===== config.mk =====
export PLATFORM = sky130hd
export DESIGN_NAME = tristate_bus_arbiter_flat
export DESIGN_NICKNAME = d
export VERILOG_FILES = /design/src/rtl/tristate_bus_arbiter_pkg.sv /design/src/rtl/tristate_bus_arbiter_if.sv /design/src/rtl/tristate_bus_arbiter_rr_priority_picker.sv /design/src/rtl/tristate_bus_arbiter.sv /design/src/flat_wrapper.sv
export SDC_FILE = /design/constraint.sdc
export NUM_CORES = 1
export LEC_CHECK = 0
export CAP_MARGIN = 15
export CORE_ASPECT_RATIO = 1.4
export CORE_MARGIN = 2
export CORE_UTILIZATION = 57
export CTS_CLUSTER_SIZE = 8
export DETAILED_ROUTE_END_ITERATION = 6
export PLACE_DENSITY = 0.91
export RECOVER_POWER = 25
export SETUP_SLACK_MARGIN = 0.2
export SYNTH_ARGS = -nofsm -noshare
export SYNTH_HDL_FRONTEND = slang
export SYNTH_SLANG_ARGS = --single-unit

===== constraint.sdc =====
create_clock -name clk -period 5.75 [get_ports clk]
set_input_delay 1.15 -clock clk [delete_from_list [all_inputs] [get_ports clk]]
set_output_delay 1.15 -clock clk [all_outputs]
set_load 0.01 [all_outputs]

===== src/rtl/tristate_bus_arbiter_pkg.sv =====
// Shared types and helpers for the tristate bus arbiter.
// The FSM state type is exported so checkers and benches can observe it directly.
package tristate_bus_pkg;

  typedef enum logic [1:0] {
    IDLE = 2'd0,
    OWN  = 2'd1,
    TURN = 2'd2
  } state_t;

  // Index of the highest set bit; callers pass a one-hot (or zero) vector.
  function automatic int unsigned onehot_to_idx(input logic [31:0] oh);
    int unsigned idx;
    idx = 0;
    for (int i = 0; i < 32; i++) begin
      if (oh[i]) idx = unsigned'(i);
    end
    return idx;
  endfunction

endpackage


===== src/rtl/tristate_bus_arbiter_if.sv =====
// Request/ownership bundle between the bus drivers and the arbiter.
// req is a level request held for as long as a driver wants the bus; done is a
// one-cycle release pulse honoured only for the current owner; grant/oe are
// registered one-hot ownership and are never high for two drivers at once.
interface tristate_bus_arbiter_if
  import tristate_bus_pkg::*;
#(
  parameter int N_REQ = 4
) ();
  localparam int IW = $clog2(N_REQ);

  logic [N_REQ-1:0] req;
  logic [N_REQ-1:0] done;
  logic [N_REQ-1:0] grant;
  logic [N_REQ-1:0] oe;
  logic [IW-1:0]    owner_id;
  logic             bus_busy;
  logic             timeout;
  state_t           state;

  modport master (
    input  req, done,
    output grant, oe, owner_id, bus_busy, timeout, state
  );

  modport slave (
    output req, done,
    input  grant, oe, owner_id, bus_busy, timeout, state
  );
endinterface


===== src/rtl/tristate_bus_arbiter_rr_priority_picker.sv =====
// Combinational round-robin picker: first set request strictly after rr_ptr,
// wrapping around, so the last winner has the lowest priority.
module rr_priority_picker
  import tristate_bus_pkg::*;
#(
  parameter int N_REQ = 4,
  parameter int IW    = $clog2(N_REQ)
) (
  input  logic [N_REQ-1:0] req,
  input  logic [IW-1:0]    rr_ptr,
  output logic             valid,
  output logic [IW-1:0]    win_idx,
  output logic [N_REQ-1:0] win_onehot
);

  logic [IW-1:0] cand;

  always_comb begin
    valid      = 1'b0;
    win_onehot = '0;
    cand       = '0;
    for (int i = 1; i <= N_REQ; i++) begin
      cand = IW'((int'(rr_ptr) + i) % N_REQ);
      if (!valid && req[cand]) begin
        valid            = 1'b1;
        win_onehot[cand] = 1'b1;
      end
    end
  end

  assign win_idx = IW'(onehot_to_idx(32'(win_onehot)));

endmodule


===== src/rtl/tristate_bus_arbiter.sv =====
// Round-robin owner of a shared tristate bus: one enable at a time, a dead
// turnaround gap between owners, and a hold timeout that forces release.
module tristate_bus_arbiter
  import tristate_bus_pkg::*;
#(
  parameter int N_REQ       = 4,
  parameter int HOLD_MAX    = 8,
  parameter int TURN_CYCLES = 1
) (
  input  logic                   clk,
  input  logic                   rst,
  tristate_bus_arbiter_if.master bus
);

  localparam int IW = $clog2(N_REQ);
  localparam int HW = (HOLD_MAX < 1) ? 1 : $clog2(HOLD_MAX + 1);
  localparam int TW = (TURN_CYCLES < 1) ? 1 : $clog2(TURN_CYCLES + 1);
  // With no timeout the counter just parks at all-ones instead of wrapping.
  localparam logic [HW-1:0] HOLD_SAT  = (HOLD_MAX == 0) ? {HW{1'b1}} : HW'(HOLD_MAX);
  localparam logic [TW-1:0] TURN_LAST = TW'(TURN_CYCLES);

  state_t           state;
  logic [N_REQ-1:0] grant;
  logic [N_REQ-1:0] oe;
  logic [IW-1:0]    owner_id;
  logic [IW-1:0]    rr_ptr;
  logic [HW-1:0]    hold_cnt;
  logic [TW-1:0]    turn_cnt;
  logic             timeout;

  logic             pick_valid;
  logic [IW-1:0]    pick_idx;
  logic [N_REQ-1:0] pick_onehot;
  logic             owner_release;
  logic             hold_expired;
  logic             turn_done;
  logic             start_own;

  rr_priority_picker #(
    .N_REQ(N_REQ),
    .IW   (IW)
  ) u_picker (
    .req       (bus.req),
    .rr_ptr    (rr_ptr),
    .valid     (pick_valid),
    .win_idx   (pick_idx),
    .win_onehot(pick_onehot)
  );

  assign owner_release = !bus.req[owner_id] || bus.done[owner_id];
  assign hold_expired  = (HOLD_MAX != 0) && (hold_cnt == HW'(HOLD_MAX));
  assign turn_done     = (turn_cnt == TURN_LAST);
  // A waiting requester skips IDLE and takes the bus straight out of TURN.
  assign start_own     = pick_valid && ((state == IDLE) || ((state == TURN) && turn_done));

  always_ff @(posedge clk or posedge rst) begin
    if (rst) begin
      state    <= IDLE;
      grant    <= '0;
      oe       <= '0;
      owner_id <= '0;
      rr_ptr   <= IW'(N_REQ - 1);
      hold_cnt <= '0;
      turn_cnt <= '0;
      timeout  <= 1'b0;
    end else begin
      timeout <= 1'b0;
      if (start_own) begin
        state    <= OWN;
        grant    <= pick_onehot;
        oe       <= pick_onehot;
        owner_id <= pick_idx;
        rr_ptr   <= pick_idx;
        hold_cnt <= HW'(1);
      end else begin
        case (state)
          IDLE: ;
          OWN: begin
            if (owner_release || hold_expired) begin
              state    <= TURN;
              grant    <= '0;
              oe       <= '0;
              turn_cnt <= TW'(1);
              // A voluntary release wins over a simultaneous expiry.
              timeout  <= hold_expired && !owner_release;
            end else if (hold_cnt != HOLD_SAT) begin
              hold_cnt <= hold_cnt + HW'(1);
            end
          end
          TURN: begin
            if (turn_done) state <= IDLE;
            else           turn_cnt <= turn_cnt + TW'(1);
          end
          default: state <= IDLE;
        endcase
      end
    end
  end

  assign bus.grant    = grant;
  assign bus.oe       = oe;
  assign bus.owner_id = owner_id;
  assign bus.bus_busy = (state != IDLE);
  assign bus.timeout  = timeout;
  assign bus.state    = state;

endmodule


===== src/flat_wrapper.sv =====
// flat-port wrapper written by rule: the top's interface ports become plain ports
module tristate_bus_arbiter_flat import tristate_bus_pkg::*;
#(
  parameter int N_REQ       = 4,
  parameter int HOLD_MAX    = 8,
  parameter int TURN_CYCLES = 1
)
  (clk, rst, bus_req, bus_done, bus_grant, bus_oe, bus_owner_id, bus_bus_busy, bus_timeout, bus_state);
  tristate_bus_arbiter_if #(.N_REQ(N_REQ)) bus_i ();
  input  logic clk;
  input  logic rst;
  input wire logic [$bits(bus_i.req)-1:0] bus_req;
  input wire logic [$bits(bus_i.done)-1:0] bus_done;
  output wire logic [$bits(bus_i.grant)-1:0] bus_grant;
  output wire logic [$bits(bus_i.oe)-1:0] bus_oe;
  output wire logic [$bits(bus_i.owner_id)-1:0] bus_owner_id;
  output wire logic [$bits(bus_i.bus_busy)-1:0] bus_bus_busy;
  output wire logic [$bits(bus_i.timeout)-1:0] bus_timeout;
  output wire logic [$bits(bus_i.state)-1:0] bus_state;
  assign bus_i.req = bus_req;
  assign bus_i.done = bus_done;
  assign bus_grant = bus_i.grant;
  assign bus_oe = bus_i.oe;
  assign bus_owner_id = bus_i.owner_id;
  assign bus_bus_busy = bus_i.bus_busy;
  assign bus_timeout = bus_i.timeout;
  assign bus_state = bus_i.state;
  tristate_bus_arbiter #(.N_REQ(N_REQ), .HOLD_MAX(HOLD_MAX), .TURN_CYCLES(TURN_CYCLES)) u_core (.clk(clk), .rst(rst), .bus(bus_i));
endmodule

==> results by group <==
Placement
  – IO Port Bufs: 23
  – GP Congestion: a little under 0.9
  – Post-DP HPWL: 2.318 mm
  – Placed cell area: ~0.0016 sq mm

Layout
  – Commonest non-fill, non-tap cell in the layout: clkdlybuf4s50_1
  – Layout area overhead: 15.20%
  – Post-layout util: 0.6811
  – Final #Nets: 181
  – Final Cell Area: around 0.0016 sq mm
  – Most frequent cells in the layout: clkdlybuf4s50_1 (22), inv_1 (15), dfrtp_1 (14)
  – Reg area: between 400 and 500 sq um
  – Multi-input gate area: between 800 and 900 sq um
  – Share of cells above drive strength 1: 0.1019
  – Antenna cells: 0
  – Number of fill cells: 182

Global routing
  – Antenna violations before repair: 0
  – First-pass GRT wire length: 5.064 mm
  – Vias in the first global route: around 1100
  – Global Route Usage Sum: 0.2404
  – Total global routing overflow: 0
  – Largest net degree at the start of global routing: 18

Logic synthesis
  – Synthesis Warnings: 0
  – Main synth FF type: dfrtp_1
  – Synth Cell Area: 0.001383 sq mm
  – Syn Inst Count: 141
  – Top cell type's share of synthesized area: 0.2534
  – Post-synthesis sequential area ratio: 0.2914
  – Number of synthesized flops with an enable pin: 0
  – Netlist cell types: between 40 and 50
  – Share of synthesized registers carrying an async set or reset: 1.000
  – Flops & latches, synth: 16
  – Synth Area per Inst: 9.806 sq um
  – Yosys top cell by area: dfrtp_1
  – Synthesized net count: ~160
  – Cells taking the most area after synthesis: dfrtp_1 (25%), ha_1 (12%), mux4_2 (4.9%)

Drt
  – Routed wire length: ~3 mm
  – DRC: 0
  – Iter 0 DRT Violations: 26
  – First-pass DRT Iterations: 4
  – Detail Route Antenna Nets: 0
  – Vias: 1137
  – Vias/cell: about 6.3
  – WL per Instance: between 15 and 20 um

Worst hold path
  – Hold path depth: 1
  – Worst hold path class: register to register
  – Hold Crit Start: u_core.turn_cnt
  – Hold endpoint: u_core.turn_cnt

Clock tree
  – Sink Count: 16
  – Root Buffer: clkbuf_4
  – Postcts setup bufs: 0
  – H-tree levels: 1
  – CTS clk-pin slew, worst paths: around 0.090 ns
  – Cts bufs inserted: 3
  – Resize count post-CTS: 0
  – Hold bufs inserted after CTS: 0
  – Worst skew pair latency: roughly 0.3 ns
  – CTS tree: built
  – Max clock buf depth: 2

Timing
  – Tmin final: between 3 and 4 ns
  – Pins Over Slew Limit: 0
  – Final setup fails: 0
  – Final TNS setup: 0 ns
  – Slew headroom: 0.4097
  – Maximum clock skew at final layout: 0.003044 ns
  – Final Cycle Share: 0.5346
  – Fin. Hold Viols: 0
  – Max Fclk: approximately 330 MHz
  – RSZ-0062 raised after global routing: no
  – Worst-Margin Slew: 0.8759 ns

Die
  – Die Y: 62.27 um
  – Die X: around 46 um
  – Ports: 24
  – FP Rows: 21
  – Initial core utilization: 0.5912
  – Core Box Area: around 0.0023 sq mm
  – Die area: 0.002841 sq mm

Job
  – Maxcap violations: 0

Critical path
  – Worst Setup SP: bus_req[2]
  – R2r setup slk: ~2.8 ns
  – CP Capture Type: register
  – CP max FO: 11
  – Startpoint Class: input pin
  – CP Data Arrival Time: roughly 3.3 ns
  – Crit path kind: input pin to register
  – Critical Path RT: 5.93 ns
  – Reg-to-reg startpoint: u_core.rr_ptr[0]
  – Reg2reg path depth: 7
  – Reg-to-reg endpoint: u_core.bus.owner_id[0]

Pwr
  – PwrDens: around 560 mW/mm^2
  – Worst VDD drop: about 0.3 mV
  – Lkg Pwr: between 0.7 and 0.8 nW

Status
  – Status: complete, no violations
through the flow:
stage	std cells	power, W	worst slack [ns]	hold slack, ns
2_1_floorplan	141	0.0006522	3.004	0.4613
3_5_place_dp	176	0.0008121	2.371	0.4813
6_report	180	0.0008932	2.676	0.5117
3_3_place_gp	176	0.0007877	2.451	0.4709
5_1_grt	180	0.0009607	2.594	0.5241
4_1_cts	180	0.0008956	2.700	0.5015
worst max-delay path, stage by stage:
cell,delay [ns]
clkdlybuf4s50_1,0.59
mux4_2,0.63
a31o_1,0.22
a221o_1,0.30
a32oi_4,0.24
o211ai_1,0.12
cell type report:
class,count,area share
multi-input cells,98,0.5240
flip-flops and latches,16,0.2529
repair buffers,23,0.1445
inverters,16,0.03771
clock buffers,4,0.02278
well taps,23,0.01807
cell usage after synthesis, types with 2 or more instances:
| cell type | count |
|---|---|
| o21ai_1 | 6 |
| nor3_1 | 2 |
| nor2_1 | 3 |
| ha_1 | 13 |
| nor2b_1 | 5 |
| nand2b_1 | 2 |
| nand3b_1 | 3 |
| a21o_1 | 3 |
| buf_6 | 3 |
| nor3b_1 | 2 |
| mux4_2 | 3 |
| buf_4 | 5 |
| a31o_1 | 3 |
| o22ai_1 | 2 |
| a21oi_1 | 7 |
| buf_2 | 2 |
| mux2i_1 | 4 |
| inv_1 | 15 |
| nand3_1 | 5 |
| nand2_1 | 10 |
| dfrtp_1 | 14 |
| dfstp_2 | 2 |
| o211ai_1 | 4 |
cells by family (layout without fill, tap and decap cells):
kind of cell | count (synthesis) | count (layout) | share of synthesized area
adder cells (fa/ha/maj) | 13 | 13 | 0.1176
flip-flops | 16 | 16 | 0.2914
buffers and inverters | 27 | 43 | 0.1050
XOR/XNOR | 2 | 2 | 0.01267
AO/OA/AOI/OAI | 34 | 34 | 0.2027
AND/OR/NAND/NOR | 40 | 40 | 0.1656
multiplexers | 9 | 9 | 0.1050
sequential cells by signal, summed over array words and instances, names as in the netlist:
signal,cells
u_core.hold_cnt,4
u_core.rr_ptr,2
u_core.bus.timeout,1
u_core.bus.oe,4
u_core.bus.owner_id,2
u_core.turn_cnt,1
u_core.bus.state,2
per-layer routing:
layer,vias to the layer above,track usage,routed length (um)
li1,532,-,-
met1,562,0.2673,1178
met2,38,0.4102,1728
met3,5,0.03198,106
met4,0,0.1360,68
met5,-,0,0
where the power goes:
part	internal (W)	switching (W)	total, W
Sequential	0.000162	0.0000602	0.000223
Combinational	0.000283	0.000311	0.000594
Clock	0.0000387	0.0000376	0.0000763
worst max-delay path by stage:
stage / to / slack, ns / depth (start not counted)
floorplan: u_core.bus.owner_id[0] / 3.00 / 6
global placement: u_core.bus.owner_id[0] / 2.45 / 6
detailed placement: u_core.bus.owner_id[0] / 2.37 / 6
CTS: u_core.bus.owner_id[0] / 2.70 / 6
global route: u_core.bus.owner_id[1] / 2.59 / 6
finish: u_core.bus.owner_id[0] / 2.68 / 6
Power figures use the tool's default switching activity.
